`config.mk`:
```
export PLATFORM = sky130hd
export DESIGN_NAME = sysid_check
export DESIGN_NICKNAME = d
export VERILOG_FILES = /design/src/rtl/sysid_check.sv
export SDC_FILE = /design/constraint.sdc
export NUM_CORES = 1
export LEC_CHECK = 0
export BUFFER_PORTS_ARGS = -buffer_cell sky130_fd_sc_hd__buf_2
export CAP_MARGIN = 15
export CORE_MARGIN = 3
export CORE_UTILIZATION = 40
export DETAILED_ROUTE_END_ITERATION = 7
export MAX_ROUTING_LAYER = met4
export PLACE_DENSITY_LB_ADDON = 0.12
export SYNTH_ARGS = -nofsm -noshare
export SYNTH_HDL_FRONTEND = slang
export SYNTH_SLANG_ARGS = --single-unit
```
`constraint.sdc`:
```
create_clock -name clock -period 4.4 [get_ports clock]
set_input_delay 0.66 -clock clock [delete_from_list [all_inputs] [get_ports clock]]
set_output_delay 0.66 -clock clock [all_outputs]
set_load 0.1 [all_outputs]
```
`src/rtl/sysid_check.sv`:
```
// Boot-time sysid checker: reads ID (addr 0) and timestamp (addr 1), compares them, counts failed checks.
// done rises 4+2*RD_LAT edges after reset release and 3+2*RD_LAT edges after a start sampled in DONE; no stalls.
module sysid_check #(
   parameter logic [31:0] EXP_ID = 32'd10,
   parameter logic [31:0] EXP_TS = 32'd1461311182,
   parameter int unsigned RD_LAT = 0
) (
   input  logic        clock,
   input  logic        reset,
   input  logic        start,
   output logic        avm_address,
   output logic        avm_read,
   input  logic [31:0] avm_readdata,
   output logic [31:0] id_value,
   output logic [31:0] ts_value,
   output logic        id_ok,
   output logic        ts_ok,
   output logic        done,
   output logic        busy,
   output logic [7:0]  err_count
);

   typedef enum logic [2:0] {
      START, RD_ID, WAIT_ID, RD_TS, WAIT_TS, CMP, DONE
   } state_t;

   localparam int unsigned LAT_M1 = (RD_LAT == 0) ? 0 : RD_LAT - 1;

   state_t     state, state_nxt;
   logic [2:0] lat_cnt, lat_cnt_nxt;
   logic       addr_q;
   logic       cap_id, cap_ts, cmp_en, clr_res;
   logic       id_match, ts_match;

   assign id_match = (id_value == EXP_ID);
   assign ts_match = (ts_value == EXP_TS);
   assign busy     = (state != DONE);

   always_ff @(posedge clock or posedge reset) begin
      if (reset) begin
         state     <= START;
         lat_cnt   <= 3'd0;
         addr_q    <= 1'b0;
         id_value  <= 32'd0;
         ts_value  <= 32'd0;
         id_ok     <= 1'b0;
         ts_ok     <= 1'b0;
         done      <= 1'b0;
         err_count <= 8'd0;
      end else begin
         state   <= state_nxt;
         lat_cnt <= lat_cnt_nxt;
         addr_q  <= avm_address;
         if (cap_id) id_value <= avm_readdata;
         if (cap_ts) ts_value <= avm_readdata;
         if (clr_res) begin
            done  <= 1'b0;
            id_ok <= 1'b0;
            ts_ok <= 1'b0;
         end
         if (cmp_en) begin
            id_ok <= id_match;
            ts_ok <= ts_match;
            done  <= 1'b1;
            // saturate rather than wrap so a long-failing board never reads back as healthy
            if (!(id_match && ts_match) && (err_count != 8'hFF))
               err_count <= err_count + 8'd1;
         end
      end
   end

   always_comb begin
      state_nxt   = state;
      lat_cnt_nxt = lat_cnt;
      avm_read    = 1'b0;
      avm_address = addr_q;
      cap_id      = 1'b0;
      cap_ts      = 1'b0;
      cmp_en      = 1'b0;
      clr_res     = 1'b0;
      case (state)
         START: state_nxt = RD_ID;
         RD_ID: begin
            avm_read    = 1'b1;
            avm_address = 1'b0;
            if (RD_LAT == 0) begin
               cap_id    = 1'b1;
               state_nxt = RD_TS;
            end else begin
               lat_cnt_nxt = LAT_M1[2:0];
               state_nxt   = WAIT_ID;
            end
         end
         WAIT_ID: begin
            if (lat_cnt == 3'd0) begin
               cap_id    = 1'b1;
               state_nxt = RD_TS;
            end else begin
               lat_cnt_nxt = lat_cnt - 3'd1;
            end
         end
         RD_TS: begin
            avm_read    = 1'b1;
            avm_address = 1'b1;
            if (RD_LAT == 0) begin
               cap_ts    = 1'b1;
               state_nxt = CMP;
            end else begin
               lat_cnt_nxt = LAT_M1[2:0];
               state_nxt   = WAIT_TS;
            end
         end
         WAIT_TS: begin
            if (lat_cnt == 3'd0) begin
               cap_ts    = 1'b1;
               state_nxt = CMP;
            end else begin
               lat_cnt_nxt = lat_cnt - 3'd1;
            end
         end
         CMP: begin
            cmp_en    = 1'b1;
            state_nxt = DONE;
         end
         DONE: begin
            if (start) begin
               clr_res   = 1'b1;
               state_nxt = RD_ID;
            end
         end
         default: state_nxt = START;
      endcase
   end

endmodule
```
### Yosys cells after proc, flatten, opt, wreduce, memory -nomap -nowiden

Index checks and enable logic that the tools add are counted.

| storage, ports and cells | value |
|---|---|
| bits in registers | 82 |
| output and inout port bits | 78 |
| word-level logic and storage cells | 52 |

| cells by class | value |
|---|---|
| add/sub/neg operators | 2 |
| eq/ne operators | 13 |
| muxes and demuxes | 16 |
| bitwise operators | 1 |
| reduce and logical (&&, ||, !) cells | 11 |

Operator list:

| kind | number |
|---|---|
| 32-bit by 31-bit == test with 1-bit output (second input constant) | 1 |
| 32-bit by 4-bit == test with 1-bit output (second input constant) | 1 |
| 3-bit case mux with 7 select lines | 1 |
| 3-bit == test (second input constant) | 3 |
| 1-bit two-way mux | 9 |
| 3-bit two-way mux | 3 |
| 8-bit by 1-bit adder with 8-bit output (second input constant) | 1 |
| 8-bit inequality test (second input constant) | 1 |
| 3-bit by 2-bit == test with 1-bit output (second input constant) | 2 |
| 3-bit logical NOT | 2 |
| 2-bit inequality test (second input constant) | 3 |
| 1-bit case mux with 2 select lines | 3 |
| 2-bit AND reduction | 2 |
| 2-bit OR reduction | 2 |
| 3-bit by 1-bit == test with 1-bit output (second input constant) | 1 |
| 3-bit inequality test (second input constant) | 1 |
| 3-bit AND reduction | 1 |
| 3-bit by 1-bit subtractor with 3-bit output (second input constant) | 1 |
| 1-bit logical AND | 2 |
| 2-bit nonzero test | 1 |
| 1-bit logical NOT | 1 |
| 1-bit inverter | 1 |

### Longest topological paths before layout

| logic depth | value |
|---|---|
| depth in word-level cells | 5 |
| mapped depth | 7 |

### Worst setup path after synthesis

No wires, ideal clock.

| timing path | value |
|---|---|
| path kind | register -> output |
| start point | register state[0] |
| end point | output port avm_address |
| arrival | 3.562 ns |
| required time | 3.740 ns |
| path slack | 0.178 ns |
| stages on the path, launching flop included | 4 |
| buffers on the path | 1 |
| cells stage by stage | dfrtp_1 buf_4 nor2b_1 o21ai_0 |

| between the ends | value |
|---|---|
| longest elaborated chain between the ends | 2 |
| elaborated cells between the ends (all ways) | 3 |

Ends and longest elaborated chain:

| what | line | text |
|---|---|---|
| from (decl) | 29 | `state_t state, state_nxt;` |
| from (signal assigned) | 51 | `state <= state_nxt;` |
| 3-bit by 2-bit == test with 1-bit output / 3-bit by 1-bit == test with 1-bit output (equally long branches) | 81 | `case (state)` |
| 1-bit case mux with 2 select lines (*) | 81 |  |
| to (decl) | 11 | `output logic avm_address,` |

Every way passes the cells marked *; elsewhere a longest branch is shown, timed or not.

### Worst setup path after layout

Ends and elaborated chain as after synthesis.

==> run metrics <==
ant diodes 0; Worst Hold Path EP lat_cnt[2]; CTS tree done; chip height 99.25 um; syn_area_per_cell 14.03 um^2; # clock sinks 82; Synth async-reset ratio 100.0%; hold buffers post-CTS 0; Yosys cell types 37; total core area 8341 um^2; DRC Markers 0; total number of vias 2418; Crit Path Max Fanout 12; DP HPWL 5.784 mm; Die Area 9851 um^2; Total Nets Final 401; hold crit path type reg -> reg; final std cell area, no fill 4322 um^2; initial antenna violation count 0; clk_lat worst skew 0.35 ns; arrival time at the worst endpoint 1.97 ns; clock slew seen by the registers of the worst setup and hold paths 0.09 ns; Synth Net Count 286; Crit Path Class reg -> out; Final period util 59.81%; root buf cell clkbuf_8; final hold violations 0; Worst Skew 0.01198 ns; Synth Instances 248; required time of the critical path 3.74 ns; unrepaired setup endpoints after global routing false; Setup TNS Final 0 ns; synth warn 0; vias per cell 5.112; Max Slew Vio Count 0; Tmin final 2.632 ns; Avg WL per Cell 17.04 um; hold depth 1; largest net degree at the start of global routing 55; Post-DP Area 4136 um^2; EDFF count, synth 0; Worst-Margin Slew 1.119 ns; worst-case reg-to-reg path depth 6; routability cong. 0.8010; Mapped Area 3478 um^2; I/O Buffers 112; final std cells w/o fill 473; worst reg2reg startpoint lat_cnt[0]; initial core utilization 41.70%; cts repair resizes 0; postcts setup bufs 0; CTS H-tree depth 3; layout cells sized above 1 54.89%; Rel. slew slack 25.25%; cell row count 33; ANT nets after route 0; highest clock rate 380.0 MHz; final setup fails 0; max incr delay on CP 0.59 ns; Critical Path Stages 4; vias in the first global route 2467; Area growth syn-to-layout 24.24%; CP bufs+invs 1; Worst setup EP type primary output; Crit Reg-Reg Endpoint id_value[0]; global-route wire length before repair 12.97 mm; setup slack, reg-to-reg 1.84 ns; status finished clean; cell family with most CP delay flip-flops; max cap viols 0; Crit-path slowest cell dfrtp_1; First DRT Iteration DRCs 90; CTS buffer count 9; Routed WL 8.059 mm; Most used DFF post-synth dfrtp_1; Worst Hold Launch lat_cnt[2]; crit-path cells nor2b_1 -> nand2_1 -> o21ai_0 -> buf_2; Critical Path Start Type register; register bit total from synthesis 82; total track usage 17.41%; I/O Pins 113; # placed instances 457; grt ovf 0; drt first pass iters 4; Die W 99.25 um; sequential cell area fraction in the yosys report 58.99%; CTS Buffer Depth 2
## flip-flops by register name, summed over array words and instances (netlist names)
register and cells:
done 1, id_ok 1, state 3, addr_q 1, ts_value 32, err_count 8
lat_cnt 3, ts_ok 1, id_value 32
## metal layers
layer	wire [um]	up-vias	global-route usage [%]
li1	-	1129	-
met1	3707	1208	23.14
met2	3780	71	25.98
met3	488	10	5.680
met4	81	0	4.307
met5	0	-	-
## logic make-up after synthesis
group / count (synthesis) / share of synthesized area, %
flops: 82 / 58.99
mux: 65 / 21.15
simple gates: 62 / 11.51
compound gates: 13 / 2.446
buf+inv: 13 / 2.302
xor+xnor: 10 / 2.518
fa+ha+maj: 3 / 1.079
## stage by stage
stage | hold WS (ns) | setup WS (ns) | util (%)
6_report | 0.4750 | 1.768 | 51.82
5_1_grt | 0.5040 | 1.595 | 51.82
4_1_cts | 0.4771 | 1.712 | 51.82
3_5_place_dp | 0.4631 | 1.823 | 49.60
3_3_place_gp | 0.4598 | 1.852 | 49.60
2_1_floorplan | 0.4454 | 0.1778 | -
## Yosys cell counts (3+ instances only)
master / number / area share, %
nor2_1: 11 / 1.2
xnor2_1: 3 / 0.76
a21oi_1: 4 / 0.58
nand2_1: 12 / 1.3
nor2b_1: 4 / 0.72
nor4bb_1: 4 / 1.2
inv_1: 4 / 0.43
nor3_1: 3 / 0.43
and4b_1: 3 / 0.86
mux2_2: 64 / 21
nand4_1: 7 / 1.3
xor2_1: 7 / 1.8
nor4_1: 5 / 0.90
buf_4: 8 / 1.7
ha_1: 3 / 1.1
dfrtp_1: 82 / 59
## final cells by class
cell class / count / area, um^2
Sequential cell: 82 / 2052
Clock buffer: 10 / 127.6
Tap cell: 105 / 131.4
Multi-Input combinational cell: 153 / 1369
Clock inverter: 6 / 57.56
Timing Repair Buffer: 113 / 568.0
Fill cell: 795 / 4019
Inverter: 4 / 16.27
## how the worst max path moves through the flow
| stage | endpoint | start |
|---|---|---|
| floorplan | avm_address | state[0] |
| global placement | id_value[0] | lat_cnt[0] |
| detailed placement | id_value[24] | lat_cnt[0] |
| CTS | avm_address | state[0] |
| global route | avm_address | state[0] |
| finish | avm_address | state[0] |
## layout by cell type, fill, tap and decap left out, drive strengths merged, types with 4 or more instances in the layout
master | synthesis | layout
mux2 | 65 | 65
nor2b | 5 | 5
nand2 | 12 | 12
nand4 | 7 | 7
dfrtp | 82 | 82
nor4bb | 4 | 4
xor2 | 7 | 7
nor4 | 7 | 7
clkinv | 0 | 5
a21oi | 4 | 4
nor2 | 11 | 11
clkbuf | 0 | 10
buf | 9 | 113
Power is left out: the tool's default activity adds up to more than one toggle a clock period on the data nets, which glitch-free logic cannot reach.
